**src/rtl/spi_cmd_pkg.sv**
```systemverilog
// spi_cmd_pkg: shared state encoding, command-byte field positions and byte counts
// for the register-access SPI command master.
package spi_cmd_pkg;
    typedef enum logic [2:0] {IDLE, CS_SETUP, SHIFT, GAP, CS_HOLD, DONE} state_t;
    localparam int RW_BIT = 7;
    localparam int HL_BIT = 6;
    localparam int ADDR_W = 6;
    localparam logic [7:0] DUMMY_BYTE = 8'h00;
    localparam int WR_BYTES = 2;
    localparam int RD_BYTES = 3;
    function automatic logic [7:0] cmd_byte(input logic rw, input logic hl, input logic [ADDR_W-1:0] addr);
        logic [7:0] b;
        b = '0;
        b[RW_BIT] = rw;
        b[HL_BIT] = hl;
        b[ADDR_W-1:0] = addr;
        return b;
    endfunction
endpackage

```
**src/rtl/spi_cmd_master_shifter.sv**
```systemverilog
// spi_byte_shifter: one-byte MOSI/MISO shift register with a 7->0 bit counter,
// stepped by divider edge strobes from the parent FSM.
module spi_byte_shifter (
    input  logic       clk,
    input  logic       rst_n,
    input  logic       load,
    input  logic [7:0] load_data,
    input  logic       rise_stb,
    input  logic       fall_stb,
    input  logic       miso,
    output logic       mosi,
    output logic       last_bit,
    output logic [7:0] rx_data
);
    logic [7:0] tx_sr;
    logic [2:0] bit_cnt;
    always_ff @(posedge clk or negedge rst_n) begin
        if (!rst_n) begin
            tx_sr   <= '0;
            rx_data <= '0;
            bit_cnt <= '0;
            mosi    <= 1'b0;
        end else begin
            if (rise_stb) rx_data <= {rx_data[6:0], miso};
            // a load on the last falling edge puts the next byte's MSB on the wire immediately
            if (load) begin
                tx_sr   <= load_data;
                mosi    <= load_data[7];
                bit_cnt <= 3'd7;
            end else if (fall_stb) begin
                tx_sr   <= {tx_sr[6:0], 1'b0};
                mosi    <= tx_sr[6];
                bit_cnt <= bit_cnt - 3'd1;
            end
        end
    end
    assign last_bit = bit_cnt == 3'd0;
endmodule

```
**src/rtl/spi_cmd_master.sv**
```systemverilog
// spi_cmd_master: encodes one register access into the SPI mode-0 command stream
// (setup byte, data byte, plus a dummy byte for reads that returns the read data).
module spi_cmd_master #(
    parameter int CLK_DIV = 4
) (
    input  logic       clk,
    input  logic       rst_n,
    input  logic       req_valid,
    output logic       req_ready,
    input  logic       req_write,
    input  logic       req_hl,
    input  logic [5:0] req_addr,
    input  logic [7:0] req_wdata,
    output logic       rsp_valid,
    output logic [7:0] rsp_rdata,
    output logic       busy,
    output logic       sclk,
    output logic       cs_n,
    output logic       mosi,
    input  logic       miso
);
    import spi_cmd_pkg::*;
    localparam int DW = $clog2(CLK_DIV + 1);
    localparam logic [DW-1:0] DIV_LAST = DW'(CLK_DIV - 1);
    state_t state, state_d;
    logic [DW-1:0] div_cnt, div_cnt_d;
    logic [1:0] byte_idx, byte_idx_d, nxt_idx;
    logic gap_ph, gap_ph_d;
    logic wr_q;
    logic [7:0] wdata_q, load_data, rx_data;
    logic accept, div_end, rise_stb, fall_stb, load, last_bit, more_bytes;
    assign accept  = req_valid && req_ready;
    assign div_end = div_cnt == '0;
    spi_byte_shifter u_shifter (
        .clk(clk), .rst_n(rst_n), .load(load), .load_data(load_data),
        .rise_stb(rise_stb), .fall_stb(fall_stb), .miso(miso),
        .mosi(mosi), .last_bit(last_bit), .rx_data(rx_data)
    );
    // GAP spans the final low half of a byte plus one extra half-period, tracked by gap_ph
    always_comb begin
        state_d    = state;
        div_cnt_d  = div_end ? DIV_LAST : div_cnt - DW'(1);
        byte_idx_d = byte_idx;
        gap_ph_d   = gap_ph;
        rise_stb   = 1'b0;
        fall_stb   = 1'b0;
        load       = 1'b0;
        load_data  = DUMMY_BYTE;
        nxt_idx    = byte_idx + 2'd1;
        more_bytes = int'(nxt_idx) < (wr_q ? WR_BYTES : RD_BYTES);
        case (state)
            IDLE: if (accept) begin
                state_d    = CS_SETUP;
                div_cnt_d  = DIV_LAST;
                byte_idx_d = 2'd0;
                gap_ph_d   = 1'b0;
                load       = 1'b1;
                load_data  = cmd_byte(req_write, req_hl, req_addr);
            end
            CS_SETUP: if (div_end) begin
                state_d  = SHIFT;
                rise_stb = 1'b1;
            end
            SHIFT: if (div_end) begin
                rise_stb = !sclk;
                fall_stb = sclk;
                if (sclk && last_bit) begin
                    byte_idx_d = nxt_idx;
                    load       = 1'b1;
                    load_data  = (nxt_idx == 2'd1 && wr_q) ? wdata_q : DUMMY_BYTE;
                    state_d    = more_bytes ? GAP : CS_HOLD;
                end
            end
            GAP: if (div_end) begin
                gap_ph_d = !gap_ph;
                rise_stb = gap_ph;
                state_d  = gap_ph ? SHIFT : GAP;
            end
            CS_HOLD: if (div_end) state_d = DONE;
            DONE: state_d = IDLE;
            default: state_d = IDLE;
        endcase
    end
    always_ff @(posedge clk or negedge rst_n) begin
        if (!rst_n) begin
            state     <= IDLE;
            div_cnt   <= '0;
            byte_idx  <= '0;
            gap_ph    <= 1'b0;
            wr_q      <= 1'b0;
            wdata_q   <= '0;
            req_ready <= 1'b1;
            busy      <= 1'b0;
            cs_n      <= 1'b1;
            sclk      <= 1'b0;
            rsp_valid <= 1'b0;
            rsp_rdata <= '0;
        end else begin
            state    <= state_d;
            div_cnt  <= div_cnt_d;
            byte_idx <= byte_idx_d;
            gap_ph   <= gap_ph_d;
            if (accept) begin
                wr_q    <= req_write;
                wdata_q <= req_wdata;
            end
            req_ready <= state_d == IDLE;
            busy      <= state_d != IDLE;
            cs_n      <= state_d inside {IDLE, DONE};
            rsp_valid <= state_d == DONE;
            if (rise_stb) sclk <= 1'b1;
            else if (fall_stb) sclk <= 1'b0;
            if (state_d == DONE && !wr_q) rsp_rdata <= rx_data;
        end
    end
endmodule

```
**config.mk**
```make
export PLATFORM = sky130hd
export DESIGN_NAME = spi_cmd_master
export DESIGN_NICKNAME = d
export VERILOG_FILES = /design/src/rtl/spi_cmd_pkg.sv /design/src/rtl/spi_cmd_master_shifter.sv /design/src/rtl/spi_cmd_master.sv
export SDC_FILE = /design/constraint.sdc
export NUM_CORES = 1
export LEC_CHECK = 0
export CAP_MARGIN = 20
export CORE_MARGIN = 2
export CORE_UTILIZATION = 35
export DETAILED_ROUTE_END_ITERATION = 6
export SYNTH_ARGS = -nofsm -noshare
export SYNTH_HDL_FRONTEND = slang
export SYNTH_HIERARCHICAL = 1
export SYNTH_SLANG_ARGS = --single-unit
```
**constraint.sdc**
```tcl
create_clock -name clk -period 3.6 [get_ports clk]
set_input_delay 1.08 -clock clk [delete_from_list [all_inputs] [get_ports clk]]
set_output_delay 1.08 -clock clk [all_outputs]
set_load 0.02 [all_outputs]
```
==> metrics.md <==
| Metric | Value |
|---|---|
| Status | complete, no violations |
| Number of vias per cell | 5.01 |
| Maximum vdd drop | 211 uV |
| Vias | 1553 |
| Post-CTS Setup Inserts | 0 |
| Slew margin rel. | 32.2% |
| Switching pwr | 212 uW |
| Clk buf depth | 2 |
| Placeable Area | 6680 sq um |
| Initial Util | 35.5% |
| Clock Latency Late Sink | 0.31 ns |
| Placer Congestion | 0.721 |
| Cells after synthesis | 194 |
| Synth async-reset ratio | 100% |
| Die area | 7450 sq um |
| Routed length on met1 | 2040 um |
| P_leak | 1.30 nW |
| CP max-delay cell | clkdlybuf4s50_1 |
| Mean Syn Cell Area | 12.2 sq um |
| Comb power frac | 4.4% |
| Initial antenna violation count | 0 |
| Hold Violations, Final | 0 |
| TritonCTS Buffers | 5 |
| Simple-gate share of the synthesized area | 13.2% |
| Die width | 86.3 um |
| Clock Skews | 0.0109 ns |
| Min-Delay Path Class | reg2reg |
| Required @ worst endpoint | 2.52 ns |
| Routed WL | 4390 um |
| Register area | 1250 sq um |
| Final clock period utilization by the worst path | 70.4% |
| Overflow after GRT | 0 |
| Mapped Area | 2370 sq um |
| DP HPWL | 3140 um |
| Total track usage | 12.8% |
| Post-Place Cells | 302 |
| Final Setup Violations | 0 |
| CP max stage delay | 0.61 ns |
| Clock sink count | 50 |
| # resized after CTS | 0 |
| TritonRoute pass-1 iters | 4 |
| Global-route wire length before repair | 7530 um |
| Adder-Cell Fraction of Synth Area | 2.64% |
| Mux share of post-synthesis cell area | 15.2% |
| Part of the power in registers | 61.0% |
| Number of primary I/O pins | 34 |
| Starting DRT DRC Count | 59 |
| Crit path kind | reg2out |
| Share of cells above drive strength 1 | 22.6% |
| FP Rows | 30 |
| Metal3 WL | 170 um |
| CTS Hold Bufs | 0 |
| Post-synth EDFFs | 0 |
| Number of synthesized register bits | 50 |
| Clock power frac | 34.6% |
| Buf/Inv on CP | 1 |
| # nets final | 254 |
| Library cells used by synthesis | 49 |
| Max cap viols | 0 |
| Fmax | 0.394 GHz |
| # diodes | 0 |
| Post-Layout Cell Count | 310 |
| CP Capture Type | output pin |
| XOR/XNOR Fraction of Synth Area | 0.369% |
| Pwr/cell area | 330 nW/um^2 |
| Compound-Gate Fraction of Synth Area | 11.9% |
| Final ANT Viol Nets | 0 |
| Synth Flop Type | dfrtp_1 |
| Mean routed wirelength per cell | 14.2 um |
| Worst EP arrival | 1.46 ns |
| P_int | 732 uW |
| Critical Path Source Type | register |
| H-Tree Depth | 2 |
| Top sig layer | met4 |
| DRC | 0 |
| Worst-path cell chain | clkdlybuf4s50_1 |
| Met2 WL post-DR | 2110 um |
| Number of global-route vias before repair | 1533 |
| RSZ-0062 raised after global routing | no |
| Area of the multi-input gates | 1030 sq um |
| Min Tclk post-route | 2.54 ns |
| Switching share of power | 22.4% |
| Root Buffer | clkbuf_8 |
| Vert. Die Dim | 86.3 um |
| Crit path max fanout | 3 |
| TritonCTS clock tree | yes |
| Least-Margin Pin Slew | 1.01 ns |
| Largest net degree at the start of global routing | 34 |
| Layout fillers | 655 |
| Synth Net Count | 219 |
| Clock input transition at the sequential cells of the worst setup and hold paths | 0.09 ns |
| Sequential-to-total area share from yosys stat | 52.8% |
| Growth of design area from synthesis to finish | 20.6% |
| Largest family of logic cells by synthesized area | multiplexers |
| IO Port Bufs | 33 |
| Setup TNS | 0 ns |
| Crit-path leading delay family | buffers and inverters |
| Slew Limit Fails | 0 |
| Yosys warns | 6 |
-- final cells by class --
cell class	instances	area share, %
multi-input combinational	126	36.1
tap	80	3.50
clock buffer	5	2.41
sequential	50	43.8
clock inverter	3	0.656
inverter	10	1.31
timing repair buffer	36	12.2
-- flip-flops by register name, indices dropped and copies added, names as in the netlist --
name	flops
gap_ph	1
wdata_q	8
u_shifter/bit_cnt	3
sclk	1
req_ready	1
wr_q	1
busy	1
byte_idx	2
rsp_rdata	8
rsp_valid	1
u_shifter/rx_data	8
cs_n	1
u_shifter/tx_sr	7
div_cnt	3
u_shifter/mosi	1
state	3
-- cells in the mapped netlist (3+ instances only) --
library cell	number	area [sq um]
mux2_2	25	282
nand2b_1	8	50.1
dfrtp_1	48	1200
mux2i_1	8	80.1
o21ai_1	3	15.0
a22o_1	8	70.1
inv_1	10	37.5
o32ai_1	3	26.3
o21ai_2	4	35.0
buf_2	3	15.0
o21ai_0	5	25.0
ha_1	5	62.6
a21o_1	3	22.5
nand2_1	13	48.8
or3_1	3	18.8
nor2_1	4	15.0
-- cells in the final DEF (no fill, tap or decap), types with 3 or more instances in the layout --
master,synthesis,final
dfrtp_1,48,48
clkdlybuf4s50_1,0,32
mux2_2,25,25
nand2_1,13,13
inv_1,10,10
a22o_1,8,8
nand2b_1,8,8
mux2i_1,8,8
o21ai_0,5,5
ha_1,5,5
clkbuf_8,0,5
nor2_1,4,4
o21ai_2,4,4
or3_1,3,3
o32ai_1,3,3
a21o_1,3,3
buf_4,1,3
o21ai_1,3,3
-- power by group through the flow --
stage / clock network [mW] / registers (mW) / logic, mW
6_report: 0.327 / 0.576 / 0.0414
5_1_grt: 0.369 / 0.577 / 0.0466
4_1_cts: 0.339 / 0.576 / 0.0429
3_5_place_dp: 0 / 0.587 / 0.0428
3_3_place_gp: 0 / 0.587 / 0.0423
2_1_floorplan: 0 / 0.585 / 0.00862
-- cells by family (layout without fill, tap and decap cells) --
family	after synthesis	in the layout
buf+inv	18	54
compound gates	38	38
mux	33	33
xor+xnor	1	1
flops	50	50
fa+ha+maj	5	5
simple gates	49	49
-- routing by layer --
| layer | up-vias | global-route usage, % |
|---|---|---|
| met5 | - | 0 |
| met4 | 0 | 4.69 |
| met3 | 5 | 3.43 |
| met2 | 30 | 19.2 |
| met1 | 752 | 17.8 |
| li1 | 766 | - |
-- worst paths after layout --
check                                     end  slack, ns  cells past startpoint          from
max in group asynchronous                cs_n       1.98                      2         rst_n
hold reg to reg                  rsp_rdata[1]       0.51                      1  rsp_rdata[1]
hold / removal                   rsp_rdata[1]       0.51                      1  rsp_rdata[1]
min in group asynchronous          wdata_q[0]       0.83                      1         rst_n
setup / recovery                    req_ready       1.06                      1     req_ready
setup reg to reg           u_shifter/tx_sr[5]       1.29                      6    div_cnt[0]
-- through the flow --
step / instance area [sq um] / setup slack (ns) / hold WS, ns / power [mW] / util [%]
floorplan: 2370 / 1.52 / 0.475 / 0.593 / -
global placement: 2770 / 0.975 / 0.489 / 0.629 / 41.5
detailed placement: 2770 / 0.923 / 0.492 / 0.630 / 41.5
CTS: 2860 / 1.05 / 0.513 / 0.958 / 42.8
global route: 2860 / 1.03 / 0.536 / 0.992 / 42.8
finish: 2860 / 1.06 / 0.508 / 0.944 / 42.8
(Power assumes the default switching activity.)
